[src/rtl/agg_pair_deser_pkg.sv]
// Shared definitions for the aggregated-selector receive path: default
// word geometry, FSM state encoding and the 2-bit selector decode.
package agg_pair_deser_pkg;

  localparam int DEF_PAIRS = 4;

  typedef enum logic {
    IDLE  = 1'b0,
    SHIFT = 1'b1
  } state_e;

  function automatic logic pair_map(input logic [1:0] sel);
    logic y;
    case (sel)
      2'b00:   y = 1'b0;
      2'b01:   y = 1'b1;
      2'b10:   y = 1'b0;
      default: y = 1'b1;
    endcase
    return y;
  endfunction

endpackage

[src/rtl/agg_pair_deser_fifo2.sv]
// Two-entry FIFO with a registered head; entry 0 is always the head so the
// output never passes through a read mux.
module agg_fifo2 #(
  parameter int W = 12
) (
  input  logic         clk,
  input  logic         rst_n,
  input  logic         push,
  input  logic [W-1:0] din,
  input  logic         pop,
  output logic [W-1:0] head,
  output logic         full,
  output logic         empty
);

  logic [W-1:0] e0_q, e0_d;
  logic [W-1:0] e1_q, e1_d;
  logic [1:0]   cnt_q, cnt_d;
  logic         pop_ok;
  logic         push_ok;

  always_comb begin
    e0_d    = e0_q;
    e1_d    = e1_q;
    cnt_d   = cnt_q;
    pop_ok  = pop && (cnt_q != 2'd0);
    push_ok = push && ((cnt_q != 2'd2) || pop_ok);
    case ({push_ok, pop_ok})
      2'b10: begin
        if (cnt_q == 2'd0) e0_d = din;
        else               e1_d = din;
        cnt_d = cnt_q + 2'd1;
      end
      2'b01: begin
        e0_d  = e1_q;
        e1_d  = '0;
        cnt_d = cnt_q - 2'd1;
      end
      2'b11: begin
        if (cnt_q == 2'd1) begin
          e0_d = din;
        end else begin
          e0_d = e1_q;
          e1_d = din;
        end
      end
      default: ;
    endcase
  end

  always_ff @(posedge clk or negedge rst_n) begin
    if (!rst_n) begin
      e0_q  <= '0;
      e1_q  <= '0;
      cnt_q <= 2'd0;
    end else begin
      e0_q  <= e0_d;
      e1_q  <= e1_d;
      cnt_q <= cnt_d;
    end
  end

  assign head  = e0_q;
  assign full  = (cnt_q == 2'd2);
  assign empty = (cnt_q == 2'd0);

endmodule

[src/rtl/agg_pair_deser.sv]
// Serial-to-parallel receiver: assembles framed MSB-first words of PAIRS
// 2-bit selectors, decodes each pair and queues the result for the consumer.
module agg_pair_deser
  import agg_pair_deser_pkg::*;
#(
  parameter int PAIRS = DEF_PAIRS
) (
  input  logic                 clk,
  input  logic                 rst_n,
  input  logic                 sin_valid,
  input  logic                 sin_bit,
  input  logic                 sin_start,
  output logic                 out_valid,
  input  logic                 out_ready,
  output logic [2*PAIRS-1:0]   out_word,
  output logic [PAIRS-1:0]     out_y,
  output logic                 sync_err,
  output logic                 overflow,
  input  logic                 err_clr
);

  localparam int WORD_W = 2 * PAIRS;
  localparam int CNT_W  = $clog2(WORD_W);
  localparam int ENT_W  = WORD_W + PAIRS;

  state_e              state_q, state_d;
  logic [CNT_W-1:0]    cnt_q, cnt_d;
  logic [WORD_W-1:0]   sh_q, sh_d;
  logic                sync_err_q, sync_err_d;
  logic                overflow_q, overflow_d;

  logic [WORD_W-1:0]   word_in;
  logic [PAIRS-1:0]    y_in;
  logic                push;
  logic                pop;
  logic                drop;
  logic                fifo_full;
  logic                fifo_empty;
  logic [ENT_W-1:0]    fifo_head;

  // Bits enter at the LSB; after WORD_W shifts the first bit sits in the MSB.
  always_comb begin
    state_d    = state_q;
    cnt_d      = cnt_q;
    sh_d       = sh_q;
    sync_err_d = 1'b0;
    push       = 1'b0;
    word_in    = {sh_q[WORD_W-2:0], sin_bit};
    for (int i = 0; i < PAIRS; i++) begin
      y_in[i] = pair_map(word_in[2*i +: 2]);
    end
    if (sin_valid) begin
      if (sin_start) begin
        sync_err_d = (state_q == SHIFT);
        sh_d       = {{(WORD_W-1){1'b0}}, sin_bit};
        cnt_d      = CNT_W'(1);
        state_d    = SHIFT;
      end else if (state_q == SHIFT) begin
        sh_d = word_in;
        if (cnt_q == CNT_W'(WORD_W - 1)) begin
          push    = 1'b1;
          state_d = IDLE;
          cnt_d   = '0;
        end else begin
          cnt_d = cnt_q + CNT_W'(1);
        end
      end
    end
  end

  assign pop  = !fifo_empty && out_ready;
  assign drop = push && fifo_full && !pop;

  always_comb begin
    overflow_d = overflow_q;
    if (err_clr) overflow_d = 1'b0;
    if (drop)    overflow_d = 1'b1;
  end

  always_ff @(posedge clk or negedge rst_n) begin
    if (!rst_n) begin
      state_q    <= IDLE;
      cnt_q      <= '0;
      sh_q       <= '0;
      sync_err_q <= 1'b0;
      overflow_q <= 1'b0;
    end else begin
      state_q    <= state_d;
      cnt_q      <= cnt_d;
      sh_q       <= sh_d;
      sync_err_q <= sync_err_d;
      overflow_q <= overflow_d;
    end
  end

  agg_fifo2 #(
    .W (ENT_W)
  ) u_fifo (
    .clk   (clk),
    .rst_n (rst_n),
    .push  (push),
    .din   ({word_in, y_in}),
    .pop   (pop),
    .head  (fifo_head),
    .full  (fifo_full),
    .empty (fifo_empty)
  );

  assign out_valid = !fifo_empty;
  assign out_word  = fifo_head[ENT_W-1:PAIRS];
  assign out_y     = fifo_head[PAIRS-1:0];
  assign sync_err  = sync_err_q;
  assign overflow  = overflow_q;

endmodule

[config.mk]
export PLATFORM = sky130hd
export DESIGN_NAME = agg_pair_deser
export DESIGN_NICKNAME = d
export VERILOG_FILES = /design/src/rtl/agg_pair_deser_pkg.sv /design/src/rtl/agg_pair_deser_fifo2.sv /design/src/rtl/agg_pair_deser.sv
export SDC_FILE = /design/constraint.sdc
export NUM_CORES = 1
export LEC_CHECK = 0
export CAP_MARGIN = 20
export CORE_ASPECT_RATIO = 1.2
export CORE_MARGIN = 2
export CORE_UTILIZATION = 35
export CTS_CLUSTER_SIZE = 20
export DETAILED_ROUTE_END_ITERATION = 7
export PLACE_DENSITY = 0.57
export SLEW_MARGIN = 20
export SYNTH_ARGS = -nofsm -noshare
export SYNTH_HDL_FRONTEND = slang
export SYNTH_SLANG_ARGS = --single-unit
[constraint.sdc]
create_clock -name clk -period 2.05 [get_ports clk]
set_input_delay 0.41 -clock clk [delete_from_list [all_inputs] [get_ports clk]]
set_output_delay 0.41 -clock clk [all_outputs]
set_load 0.005 [all_outputs]
Word level (Yosys, flattened, before mapping)
Cells that the tools add are included.
Word-level totals
  register bits after elaboration: 39
  latch bits: 0
  memory bits (writable): 0
  bits in read-only memories: 0
  input bits: 7
  logic and storage cells: 77
  memories kept: 0
Cells by class
  $add $sub $neg: 3
  multiply operators: 0
  div/mod/pow operators: 0
  order comparisons: 0
  equality and inequality tests: 14
  shift-type cells: 0
  multiplexer cells: 27
  bitwise operators: 0
  reduce and logical (&&, ||, !) cells: 25
Operators by type and width (count)
  $pmux W12 S3: 2
  $mux W12: 4
  $mux W1: 15
  $eq A2 B2 Y1 const B: 7
  $mux W7: 2
  $logic_not A2 Y1: 5
  $mux W3: 3
  $ne A2 B2 Y1 const B: 4
  $reduce_bool A2 Y1: 4
  $reduce_or A2 Y1: 4
  $logic_and A1 B1 Y1: 5
  $eq A2 B1 Y1 const B: 2
  $pmux W2 S2: 1
  $reduce_and A2 Y1: 2
  $add A3 B1 Y3 const B: 1
  $eq A3 B3 Y1 const B: 1
  $reduce_and A3 Y1: 1
  $reduce_bool A3 Y1: 1
  $add A2 B1 Y2 const B: 1
  $logic_not A1 Y1: 2
  $sub A2 B1 Y2 const B: 1
  $logic_or A1 B1 Y1: 1

Logic depth before layout (Yosys ltp)
  depth after elaboration: 9
  mapped depth: 7
  mapped depth without buffers: 6

Hierarchy
From an unflattened synthesis, not the netlist that was laid out.
Unflattened totals
  cells, all modules: 213
  area total of the unflattened synthesis: 2099.5 um^2
By module, submodules not included
  agg_fifo2: instances 1, cells each 142, area each 1353.8 um^2, sequential area each 650.6 um^2
  agg_pair_deser: instances 1, cells each 71, area each 745.7 um^2, sequential area each 325.3 um^2

Worst setup path before layout
OpenSTA, ideal clock, no wires.
  kind: reg2reg
  from: register cnt_q[0]
  to: register u_fifo.e1_q[10]
  library setup time: 121 ps
  arrival time: 1621 ps
  data required time: 1929 ps
  path slack: 308 ps
  stages on the path, launching flop included: 8
  buffers on the path: 1
  clock period less this slack: 1742 ps
  cell sequence: dfrtp_1 -> ha_1 -> ha_1 -> and4b_2 -> a21oi_4 -> nor2_2 -> buf_6 -> a22o_2
On the way
  word-level cells in the longest chain between the ends: 9
  elaborated cells on any way between the ends: 14
Ends and longest elaborated chain
  from (decl): line agg_pair_deser.sv:27  | logic [CNT_W-1:0] cnt_q, cnt_d;
  from (signal assigned): line agg_pair_deser.sv:89  | cnt_q <= cnt_d;
  $eq A3 B3 Y1 (*): line agg_pair_deser.sv:60  | if (cnt_q == CNT_W'(WORD_W - 1)) begin
  $mux W1 (*): line agg_pair_deser.sv:60
  $mux W1 (*): line agg_pair_deser.sv:58  | end else if (state_q == SHIFT) begin
  $mux W1 (*): line agg_pair_deser.sv:53  | if (sin_start) begin
  $mux W1 (*): line agg_pair_deser.sv:52  | if (sin_valid) begin
  $logic_and A1 B1 Y1 (*): line agg_pair_deser_fifo2.sv:27  | push_ok = push && ((cnt_q != 2'd2) || pop_ok);
  $eq A2 B2 Y1 or $eq A2 B1 Y1 (tied branches): line agg_pair_deser_fifo2.sv:28  | case ({push_ok, pop_ok})
  $ne A2 B2 Y1 (no source line) or $reduce_bool A3 Y1 (tied branches)
  $reduce_and A3 Y1 (no source line)
  to (signal assigned): line agg_pair_deser_fifo2.sv:54  | e1_q <= '0;
  to (signal assigned): line agg_pair_deser_fifo2.sv:58  | e1_q <= e1_d;
  to (decl): line agg_pair_deser_fifo2.sv:17  | logic [W-1:0] e1_q, e1_d;
Every way passes the cells marked *; elsewhere a longest branch is shown, timed or not.
A chain may end at the register's enable or synchronous reset.

Worst setup path in the final report
Same ends and word-level chain as after synthesis.

==> flow_metrics.py <==
metrics = {
    "synthesis": {
        "yosys.area.top_type": "dfrtp_1",
        "synth-simple-area-share_pct": 12.8,
        "async_flop_share_pct": 100,
        "synthFlopType": "dfrtp_1",
        "synth_compound_area_share_pct": 22.5,
        "ys_ff_latch": 39,
        "synth_top_area_share_pct": 54.4,
        "synth.cell_area_mm2": 0.00179,
        "syn_area_per_cell_um2": 11.5,
        "synthAdderAreaFrac_pct": 3.49,
        "synth_common_cells": "dfrtp_1 (39), nand2_1 (22), nor2_1 (13)",
        "synth_top_cells_by_area": "dfrtp_1 (54%), a22o_2 (6.1%), nand2_1 (4.6%), a31oi_1 (4.2%), a22o_1 (3.9%)",
        "yosys_warnings": 0,
        "syn-num-nets": 168,
        "yosys.cell_count.top_type": "dfrtp_1",
        "yosysSeqAreaShare_pct": 54.4,
        "syn_inst": 156,
        "synthXorXnorAreaFrac_pct": 0.488,
        "muxShareOfSynthArea_pct": 1.26,
        "synth_edf_count": 0,
        "synth_top_family_by_area": "compound AO/OA/AOI/OAI gates",
        "synth_cell_types": 33,
    },
    "layout": {
        "final_core_util_pct": 44.7,
        "diodes": 0,
        "nets": 198,
        "area_growth_pct": 23.1,
        "final_cell_area_mm2": 0.00221,
        "drive_gt1_share_pct": 21.9,
    },
    "routing": {
        "drt_iter0_drc": 61,
        "dr.pass1.iters": 4,
        "finalWirelength_mm": 3.54,
        "route.detailed.drc": 0,
        "wl_per_cell_um": 14.3,
        "vias": 1291,
        "vias_per_cell": 5.23,
        "drtAntennaViolNets": 0,
    },
    "clock_tree": {
        "cts_tree": "yes",
        "cts_buffers": 5,
        "root_buffer": "clkbuf_8",
        "clkTransAtPathRegs_ns": 0.07,
        "clkLatencyLatePin_ns": 0.29,
        "htree_levels": 2,
        "clockBufferDepth": 2,
        "cts.sinks": 39,
    },
    "worst_setup_path": {
        "startpoint_type": "flip-flop",
        "rrSetupSlack_ns": 0.22,
        "worstPathArrival_ns": 2.01,
        "rr_endpoint": "u_fifo.e1_q[10]",
        "crit_path_frequent_cell": "ha_1",
        "worstSetupEndpointType": "flip-flop",
        "crit_slowest_cell": "dfrtp_1",
        "cp_max_fo": 12,
        "critPathBufInv": 1,
        "ff2ff_path_depth": 7,
        "cp.required_ns": 2.23,
        "path_depth": 7,
        "r2r_start": "cnt_q[0]",
        "crit_path_start": "cnt_q[0]",
        "crit_family": "adder cells",
        "slowest_delay_ns": 0.41,
        "path_class": "flip-flop to flip-flop",
        "setup.worst_path.end": "u_fifo.e1_q[10]",
        "crit_chain": "ha_1 > ha_1 > and4b_2 > a21oi_4 > nor2_2 > buf_12 > a22o_2",
    },
    "sta": {
        "timing.final.crit_share_pct": 89.2,
        "fmax_mhz": 547,
        "worst_pin_slew_ns": 0.491,
        "setup_viol": 0,
        "min_period_ns": 1.83,
        "drv_slew": 0,
        "relSlewSlack_pct": 67.3,
        "fin_skew_ns": 0.00406,
        "setup_tns_ns": 0,
        "hold_slack_ns": 0.168,
        "rsz0062_at_grt": "no",
        "hold_viol": 0,
    },
    "global_route": {
        "grt_pass1_vias": 1310,
        "grt_max_degree": 40,
        "antenna_found_initial": 0,
        "grt_pass1_wl_mm": 6.11,
        "grt_use_total_pct": 13.5,
        "overflow": 0,
    },
    "placement": {
        "gp_congestion": 0.730,
        "place_area_mm2": 0.00210,
        "dpl.hpwl_mm": 2.52,
        "io_buffers": 21,
    },
    "pwr": {
        "power_density_mw_per_mm2": 1160,
        "vdd_drop_max_mv": 0.404,
        "leakage_nw": 0.947,
    },
    "floorplanning": {
        "core-area_mm2": 0.00494,
        "dieArea_mm2": 0.00571,
        "initial_core_util_pct": 36.3,
        "num_rows": 28,
        "die_y_um": 82.4,
        "io_pins": 22,
        "die_x_um": 69.3,
    },
    "run": {
        "drv_cap": 0,
    },
    "hold_path": {
        "min_path_type": "primary input to asynchronous set/reset pin",
    },
    "outcome": {
        "outcome": "finished clean",
    },
}
-- what timing repair did --
| action | in CTS | in global routing |
|---|---|---|
| setup buffers | 1 | 0 |
| hold buffers | 0 | 0 |
| setup endpoints to repair | 1 | 1 |
| gates resized for setup | 2 | 1 |
-- worst min path at each step --
stage | cells after the start | endpoint | slack (ns)
6_report | 2 | u_fifo.head[2] | 0.17
5_1_grt | 2 | u_fifo.e1_q[8] | 0.19
4_1_cts | 2 | u_fifo.head[2] | 0.17
3_5_place_dp | 1 | u_fifo.e1_q[0] | 0.48
3_3_place_gp | 2 | u_fifo.head[8] | 0.49
2_1_floorplan | 0 | cnt_q[0] | 0.11
-- worst reg2reg max path, delay by kind of cell, from the launching register on --
kind | cells | cell delay [ns]
adder cells (fa/ha/maj) | 2 | 0.44
AND/OR/NAND/NOR | 2 | 0.34
AO/OA/AOI/OAI | 2 | 0.37
buffers and inverters | 1 | 0.15
flip-flops | 1 | 0.41
-- sequential cells by signal, indices dropped and copies added, names as in the netlist --
name          flops
cnt_q             3
state_q           1
u_fifo.e1_q      12
u_fifo.head      12
sh_q              7
sync_err          1
u_fifo.cnt_q      2
overflow          1
-- logic make-up (layout without fill, tap and decap cells) --
group	Yosys count	count (layout)
flip-flops	39	39
XOR/XNOR	1	1
AND/OR/NAND/NOR	48	48
buffers and inverters	14	45
AO/OA/AOI/OAI	47	47
adder cells (fa/ha/maj)	5	5
multiplexers	2	2
-- per-layer routing --
metal	GRT usage (%)	part of all wire, %	vias up
met5	0	0	-
met4	6.47	1.2	0
met3	3.16	4.3	4
met2	22.9	49	39
met1	16.4	46	625
li1	-	-	623
-- where the power goes --
part,internal [W],leakage (nW),switching (W)
clock,0.000238,0.0412,0.000264
combinational,0.000539,0.404,0.000460
sequential,0.000942,0.502,0.000115
-- placed cells by master (no fill, tap or decap), types with 5 or more instances in the layout --
cell | synthesis | routed
clkdlybuf4s50_1 | 0 | 19
dfrtp_1 | 39 | 39
a31oi_1 | 12 | 12
a22o_2 | 11 | 11
buf_4 | 3 | 8
nor2_1 | 13 | 13
nand2_1 | 22 | 22
clkbuf_8 | 0 | 5
a22o_1 | 8 | 8
inv_1 | 6 | 6
-- cell type report --
type / instances / area (um^2)
clock buffers: 6 / 72.6
clock inverters: 2 / 12.5
fillers: 482 / 2730
inverters: 6 / 22.5
multi-input cells: 103 / 741
flip-flops and latches: 39 / 976
well taps: 60 / 75.1
repair buffers: 31 / 308
-- per-stage QoR --
step | power, W | worst slack, ns | instances
3_5_place_dp | 0.00204 | 0.0470 | 238
2_1_floorplan | 0.00159 | 0.308 | 156
5_1_grt | 0.00276 | 0.0906 | 247
3_3_place_gp | 0.00200 | 0.109 | 238
6_report | 0.00256 | 0.220 | 247
4_1_cts | 0.00261 | 0.00884 | 247
(Power assumes the default switching activity.)
